**src/rtl/pw_unlock_ctrl.sv**
```systemverilog
// Password-sequence unlock controller: compares debounced button presses against a
// compile-time code, with bounded attempts, a timed lockout, progress LEDs and relock.
module pw_unlock_ctrl #(
    parameter int NBTN        = 4,
    parameter int CODE_LEN    = 4,
    parameter int IW          = $clog2(NBTN),
    parameter logic [CODE_LEN*IW-1:0] PW_CODE = 8'hE4,
    parameter int MAX_TRIES   = 3,
    parameter int LOCK_CYCLES = 100000000,
    parameter int TW          = $clog2(MAX_TRIES + 1)
) (
    input  logic                CLKIN,
    input  logic                RESET,
    input  logic [NBTN-1:0]     BTN,
    input  logic                CLEAR,
    input  logic                RELOCK,
    output logic                DECENABLE,
    output logic                LOCKED,
    output logic [CODE_LEN-1:0] LEDOUT,
    output logic [TW-1:0]       TRIES_LEFT
);

    localparam int IDXW = $clog2(CODE_LEN + 1);
    localparam int TMW  = (LOCK_CYCLES > 1) ? $clog2(LOCK_CYCLES) : 1;

    typedef enum logic [1:0] {
        ENTRY    = 2'd0,
        UNLOCKED = 2'd1,
        LOCKOUT  = 2'd2
    } state_t;

    state_t          state;
    logic [NBTN-1:0] btn_q;
    logic [IDXW-1:0] idx;
    logic            mis;
    logic [TW-1:0]   tries;
    logic [TMW-1:0]  timer;

    logic [NBTN-1:0] rise;
    logic            press;
    logic            multi;
    logic [IW-1:0]   press_idx;
    logic [IW-1:0]   exp_btn;
    logic            mis_next;
    logic            last;

    function automatic logic [CODE_LEN-1:0] therm(input logic [IDXW-1:0] n);
        logic [CODE_LEN-1:0] t;
        t = '0;
        for (int j = 0; j < CODE_LEN; j++) begin
            t[j] = (IDXW'(j) < n);
        end
        return t;
    endfunction

    always_comb begin
        rise      = BTN & ~btn_q;
        press     = |rise;
        // more than one new button in the same cycle can never match a single code digit
        multi     = (rise & (rise - NBTN'(1))) != '0;
        press_idx = '0;
        for (int i = 0; i < NBTN; i++) begin
            if (rise[i]) press_idx = IW'(i);
        end
        exp_btn = '0;
        for (int k = 0; k < CODE_LEN; k++) begin
            if (idx == IDXW'(k)) exp_btn = PW_CODE[k*IW +: IW];
        end
        mis_next = mis | multi | (press_idx != exp_btn);
        last     = (idx == IDXW'(CODE_LEN - 1));
    end

    assign TRIES_LEFT = tries;

    always_ff @(posedge CLKIN or posedge RESET) begin
        if (RESET) begin
            state     <= ENTRY;
            btn_q     <= '0;
            idx       <= '0;
            mis       <= 1'b0;
            tries     <= TW'(MAX_TRIES);
            timer     <= '0;
            DECENABLE <= 1'b0;
            LOCKED    <= 1'b0;
            LEDOUT    <= '0;
        end else begin
            btn_q <= BTN;
            case (state)
                ENTRY: begin
                    if (CLEAR) begin
                        idx    <= '0;
                        mis    <= 1'b0;
                        LEDOUT <= '0;
                    end else if (press) begin
                        if (last) begin
                            idx <= '0;
                            mis <= 1'b0;
                            if (!mis_next) begin
                                state     <= UNLOCKED;
                                tries     <= TW'(MAX_TRIES);
                                DECENABLE <= 1'b1;
                                LEDOUT    <= '1;
                            end else if (tries > TW'(1)) begin
                                tries  <= tries - TW'(1);
                                LEDOUT <= '0;
                            end else begin
                                state  <= LOCKOUT;
                                tries  <= '0;
                                timer  <= '0;
                                LOCKED <= 1'b1;
                                LEDOUT <= '0;
                            end
                        end else begin
                            idx    <= idx + IDXW'(1);
                            mis    <= mis_next;
                            LEDOUT <= therm(idx + IDXW'(1));
                        end
                    end
                end
                UNLOCKED: begin
                    if (RELOCK) begin
                        state     <= ENTRY;
                        idx       <= '0;
                        mis       <= 1'b0;
                        DECENABLE <= 1'b0;
                        LEDOUT    <= '0;
                    end
                end
                LOCKOUT: begin
                    if (timer == TMW'(LOCK_CYCLES - 1)) begin
                        state  <= ENTRY;
                        tries  <= TW'(MAX_TRIES);
                        idx    <= '0;
                        mis    <= 1'b0;
                        LOCKED <= 1'b0;
                        LEDOUT <= '0;
                    end else begin
                        timer <= timer + TMW'(1);
                    end
                end
                default: begin
                    state     <= ENTRY;
                    idx       <= '0;
                    mis       <= 1'b0;
                    DECENABLE <= 1'b0;
                    LOCKED    <= 1'b0;
                    LEDOUT    <= '0;
                end
            endcase
        end
    end

endmodule

```
**config.mk**
```make
export PLATFORM = sky130hd
export DESIGN_NAME = pw_unlock_ctrl
export DESIGN_NICKNAME = d
export VERILOG_FILES = /design/src/rtl/pw_unlock_ctrl.sv
export SDC_FILE = /design/constraint.sdc
export NUM_CORES = 1
export LEC_CHECK = 0
export CAP_MARGIN = 20
export CORE_MARGIN = 2
export CORE_UTILIZATION = 55
export DETAILED_ROUTE_END_ITERATION = 10
export PLACE_DENSITY_LB_ADDON = 0.1
export SLEW_MARGIN = 10
export SYNTH_ARGS = -nofsm -noshare
export SYNTH_HDL_FRONTEND = slang
export SYNTH_SLANG_ARGS = --single-unit
```
**constraint.sdc**
```tcl
create_clock -name CLKIN -period 3.3 [get_ports CLKIN]
set_clock_uncertainty 0.2 [all_clocks]
set_input_delay 0.66 -clock CLKIN [delete_from_list [all_inputs] [get_ports CLKIN]]
set_output_delay 0.66 -clock CLKIN [all_outputs]
set_load 0.05 [all_outputs]
```
# [After elaboration in Yosys (flattened, before gate mapping)]
# Index checks and enable logic that the tools add are counted.
[totals] regBits=45 inputBits=8 output_inout_bits=8 elab_cells=111
[op_classes] n_addsub=4 n_lt_le_gt_ge=5 eq_ne=18 mux=58 bitwise_logic=7 n_reduce_logical=10
[op_table] op="27-bit 2-to-1 mux" n=6
[op_table] op="27-bit one-hot mux with 2 select lines" n=1
[op_table] op="2-bit 2-to-1 mux" n=17
[op_table] op="27-bit by 1-bit adder with 27-bit output (second input constant)" n=1
[op_table] op="27-bit equality test (second input constant)" n=1
[op_table] op="4-bit 2-to-1 mux" n=6
[op_table] op="2-bit != test (second input constant)" n=9
[op_table] op="1-bit 2-to-1 mux" n=16
[op_table] op="3-bit 2-to-1 mux" n=5
[op_table] op="7-bit AND reduction" n=2
[op_table] op="4-bit one-hot mux with 3 select lines" n=1
[op_table] op="6-bit AND reduction" n=2
[op_table] op="1-bit one-hot mux with 3 select lines" n=3
[op_table] op="3-bit one-hot mux with 3 select lines" n=1
[op_table] op="4-bit AND" n=2
[op_table] op="3-bit by 2-bit equality test with 1-bit output (second input constant)" n=2
[op_table] op="1-bit by 3-bit less-than comparator with 1-bit output (first input constant)" n=2
[op_table] op="2-bit by 3-bit less-than comparator with 1-bit output (first input constant)" n=2
[op_table] op="3-bit != test (second input constant)" n=2
[op_table] op="2-bit one-hot mux with 3 select lines" n=1
[op_table] op="5-bit AND reduction" n=1
[op_table] op="4-bit inverter" n=1
[op_table] op="2-bit one-hot mux with 2 select lines" n=1
[op_table] op="4-bit nonzero test" n=1
[op_table] op="14 further kinds" n=16

# [Logic depth before layout (Yosys ltp)]
# Gate-level depths: netlist (run 1).
[logic_depth] word_depth=12 depth_mapped=11 depth_no_buf=9

# [Worst setup path after synthesis (run 1)]
# OpenSTA, ideal clock, no wires.
[synth_timing] path_kind="register -> register" start="register idx[0]" end="register timer[18]" setup_time_ns=0.124 arrival_time_ns=2.260 required_ns=2.976 setup_slack_ns=0.716 path_stages_with_launch=10 n_path_buf=2 synth_period_minus_slack_ns=2.584 cell_sequence="dfrtp_1 > ha_1 > ha_1 > clkbuf_1 > or2_2 > a31oi_1 > o21ai_2 > and2_0 > buf_2 > a211o_1"
[synth_between] elab_chain_cells=8 elab_cells_between_ends=11 cone_classes="eq/ne: 6; mux: 3; bitwise: 1; reduce/logical: 1"
[synth_rtl] item="start, declared" line_no="34" text="logic [IDXW-1:0] idx;"
[synth_rtl] item="start signal, assigned" line_no="114" text="idx <= idx + IDXW'(1);"
[synth_rtl] item="3-bit by 1-bit equality test with 1-bit output" line_no="67" text="if (idx == IDXW'(k)) exp_btn = PW_CODE[k*IW +: IW];"
[synth_rtl] item="1-bit 2-to-1 mux" line_no="67"
[synth_rtl] item="2-bit 2-to-1 mux (2 in a row)" line_no="67"
[synth_rtl] item="2-bit != test" line_no="69" text="mis_next = mis | multi | (press_idx != exp_btn);"
[synth_rtl] item="1-bit OR" line_no="69"
[synth_rtl] item="2-bit != test (no source line)"
[synth_rtl] item="7-bit AND reduction (no source line) (*)"
[synth_rtl] item="end signal, assigned" line_no="138" text="timer <= timer + TMW'(1);"
[synth_rtl] item="end, declared" line_no="37" text="logic [TMW-1:0] timer;"
# Every way passes the cells marked *; elsewhere a longest branch is shown, timed or not.
# A chain may end at the register's enable or synchronous reset.

# [Worst setup path in the final report (run 1)]
[layout_timing] start="input port BTN[1]" end="register timer[16]"
[layout_between] elab_chain_cells=8 elab_cells_between_ends=14 cone_classes="add/sub: 1; eq/ne: 3; mux: 3; bitwise: 4; reduce/logical: 3"
[layout_rtl] item="start, declared" line_no="14" text="input logic [NBTN-1:0] BTN,"
[layout_rtl] item="4-bit AND (*)" line_no="57" text="rise = BTN & ~btn_q;"
[layout_rtl] item="4-bit by 1-bit subtractor with 4-bit output / 1-bit 2-to-1 mux (equally long branches)" line_no="60, 63"
[layout_rtl] item="4-bit AND / 2-bit 2-to-1 mux (equally long branches)" line_no="60, 63"
[layout_rtl] item="4-bit nonzero test / 2-bit 2-to-1 mux (equally long branches)" line_no="60, 63"
[layout_rtl] item="1-bit OR / 2-bit != test (equally long branches)" line_no="69"
[layout_rtl] item="1-bit OR" line_no="69"
[layout_rtl] item="2-bit != test (no source line)"
[layout_rtl] item="7-bit AND reduction (no source line) (*)"
# Marks and branches as above.

==> run summary, run 1 <==
The maximum cell stage delay along the critical path was 0.54 ns; the total inserted antenna cells was 0. The synthesized area divided by synthesized cell count is 8.97 µm², and the total number of placement rows is 24. The tool flagged a number of max-cap violations equal to 0. Together, buffers and inverters on the worst path number 3. In the synthesized netlist, the number of instances is 283.

The count of flip-flops with a built-in enable after synthesis is 0. The run gives 2.94 ns as the worst path arrival time. Sorting the synthesized cells by how often they occur yields dfrtp_1 (43), nand2_1 (32), nand3_1 (21). In this design, the largest share of critical-path delay is due to compound AO/OA/AOI/OAI gates. Wires add up to 5.50 mm. The effective utilization at floorplan is 0.575. The die extent in y was 71.9 µm; the worst relative slew slack was 0.556. TritonCTS built the clock tree. For the fraction of the yosys area taken by sequential cells, the log shows 0.445. The logs give 2540 µm² for the cell area after synthesis and 5170 µm² for the overall die area.

The clock tree root buffer cell was clkbuf_8. The share of async-settable or async-resettable flops after synthesis was 1.00. The number of levels the H-tree was split into was 2; the aggregate global routing overflow was 0. The ratio of routed vias to standard cells is 6.03, and the number of buffers on the longest clock path is 2. The run gives 0.29 ns as the clock insertion delay at the later pin of the skew report. The critical path crosses 9 cells after its start point. Summed over all cells, the static leakage comes to 1.19 nW.

The share of layout cells above drive strength 1 is 0.103. The final-report hold violation count is 0, and the iteration count of the initial detailed-routing pass is 4. The total area inside the core boundary comes to 4410 µm². The number of cells on the worst reg-to-reg path is 9.

The cell depth of the worst min-delay path is 2, and the final antenna-violating net count is 0. Summing over every cut layer, the via total after detailed routing is 2,133. The number of buffers inserted to repair setup after CTS came out at 0. The tools report the capturing element type of the critical path as a register. The tree built by TritonCTS fans out to 45 sinks. The path class of the tightest hold or removal check is reg2reg. After filler insertion, the fill cell instance count of the layout stands at 376. Dividing total power by cell area gives a power density of 749 nW/µm². The warning count from the yosys run is 0, and the final critical-path share of the clock period is 0.889. Clock-pin slew was measured on the worst setup and hold paths at 0.08 ns. The master of the slowest instance on the critical path is o41ai_1. The starting DRC count in detailed routing is 162, and the maximum clock frequency is 341 MHz.

Setup repair after global routing left no endpoint under its margin. The wire length of the first global-routing pass was 9.45 mm; the placed wire-length estimate after detailed placement was 3.91 mm. After detailed routing, the number of remaining DRC violations is 0. In the final routed layout, each cell accounts on average for 15.5 µm.

The top cell type by total area after synthesis was dfrtp_1. The slew at the pin with the worst max-slew slack is 0.664 ns, and the maximum resistive drop on vdd is 0.415 mV. The number of global-route vias before repair is 1,978. In this run the count of I/O pins placed on the die edge is 16. Ranked by total cell area, the synthesized netlist is headed by dfrtp_1 (42%), nand2_1 (4.7%), a31oi_1 (4.2%), nand3_1 (4.1%), nor3_1 (3.4%). The required time of the critical path came out at 3.30 ns. The global-route usage over all layers was 0.230.

The signal on the critical path passes through clkdlybuf4s50_1, nor2b_1, o41ai_1, nor4_1, o21ai_2, buf_12, and2_0, inv_2, o21ai_0. The number of pins with negative max-slew slack in the final report is 0, and the overall power of the completed layout is 2.14 mW. Startpoint-to-endpoint class of the critical path: in2reg.

Primary flip-flop cell chosen by synthesis mapping: dfrtp_1. Of all nets on the critical path, the largest fanout is 19. The kind of start point of the critical path is a primary input.

The final critical-path required period was 2.93 ns. The tools report the placer's final routability congestion estimate as 0.801. dfrtp_1 is the most common cell in the netlist.

The flow ran to the end, and the final reports show no timing, DRC or antenna violations. The die boundary width was 71.9 µm. The area share of the leading cell type in the synthesized netlist was 0.424; the number of flip-flops and latches in the synthesized netlist was 45. The logs give 0 for the number of resized instances in the post-cts repair step and 0 for the initial antenna violation count. The final layout contains 314 nets.

Summed over all failing endpoints, the final setup total negative slack is 0 ns. From synthesis to final layout, the design area changed by 12.5%. The number of hold buffers added after CTS is 0, and the maximum number of pins on one net before global-route repair is 20. Setup violations remaining at the end of the flow were counted as 0. The number of CTS-inserted buffers came out at 5. Synthesis produced a netlist with a net count of 296.

The number of port buffers came out at 15. After synthesis, the netlist uses 49 different library cells.
==> worst paths after layout <==
kind,startpoint,end,slack [ns]
worst max-delay path,BTN[1],timer[16],0.37
worst min-delay path,LEDOUT[0],LEDOUT[0],0.28
worst max register to register,idx[0],timer[16],0.45
worst min register to register,LEDOUT[0],LEDOUT[0],0.28
max in group asynchronous,RESET,TRIES_LEFT[0],1.82
min in group asynchronous,RESET,timer[10],0.45
==> cell usage in the layout, fill, tap and decap left out, drive strengths merged, types with 3 or more instances in the layout <==
cell type      instances
nand2b                 5
or2                    3
and4                   3
o21ai                 16
o31ai                  8
nor3                  18
inv                   11
buf                   10
and2                   4
nand2                 32
dfrtp                 43
nor2                  13
nand4                 10
a31oi                 17
and3                   5
clkdlybuf4s50         15
nor4                   7
a21oi                  6
a211o                  4
or4b                   4
nor2b                  7
nand3                 21
o211ai                 7
clkbuf                 8
ha                     5
==> flip-flops by register name (all words and copies together), names as in the netlist <==
name and flops:
DECENABLE 1, LEDOUT 4, LOCKED 1, TRIES_LEFT 2
btn_q 4, idx 3, mis 1, state 2
timer 27
==> final cells by class <==
class                   instances  area [µm²]  area share
clock buffers                   8        90.1      0.0316
inverters                      11        41.3      0.0145
multi-input cells             213        1290       0.453
flip-flops and latches         45        1130       0.395
well taps                      52        65.1      0.0228
repair buffers                 25         238      0.0833
==> per-stage QoR <==
step | hold slack [ns] | instance area (µm²) | utilization | cells | setup WS, ns
floorplan | 0.248 | 2540 | - | 283 | 0.716
global placement | 0.262 | 2770 | 0.626 | 346 | 0.241
detailed placement | 0.266 | 2770 | 0.626 | 346 | 0.0349
CTS | 0.284 | 2860 | 0.647 | 354 | 0.328
global route | 0.306 | 2860 | 0.647 | 354 | 0.107
finish | 0.278 | 2860 | 0.647 | 354 | 0.365
==> logic make-up after synthesis <==
kind of cell / share of synthesized area
simple gates: 0.294
compound gates: 0.184
flops: 0.445
buf+inv: 0.0459
fa+ha+maj: 0.0247
xor+xnor: 0.00690
==> worst min-delay path: cells and delay by family, from the launching register on <==
family | cells | cell delay [ns]
compound gates | 1 | 0.05
flops | 1 | 0.35
simple gates | 1 | 0.05
==> routing by layer <==
layer  part of all wire  global-route usage  vias up
li1                   -                   -     1092
met1               0.50               0.352      993
met2               0.44               0.349       44
met3              0.047              0.0375        4
met4             0.0044              0.0440        0
met5                  0                   0        -
==> report_power, final <==
group	internal [mW]	switching [mW]	total, mW
Clock	0.171	0.176	0.347
Sequential	0.753	0.249	1.00
Combinational	0.300	0.488	0.788
Note: power is estimated with default switching activity, not from simulation.
==> run 2: changes to the inputs <==
--- a/config.mk
+++ b/config.mk
@@ -9,6 +9,7 @@
 export CORE_MARGIN = 2
 export CORE_UTILIZATION = 55
 export DETAILED_ROUTE_END_ITERATION = 10
+export GPL_ROUTABILITY_DRIVEN = 1
 export PLACE_DENSITY_LB_ADDON = 0.1
 export SLEW_MARGIN = 10
 export SYNTH_ARGS = -nofsm -noshare
==> results of run 2 <==
The final DEF is identical to that of run 1; final timing and power are the same.
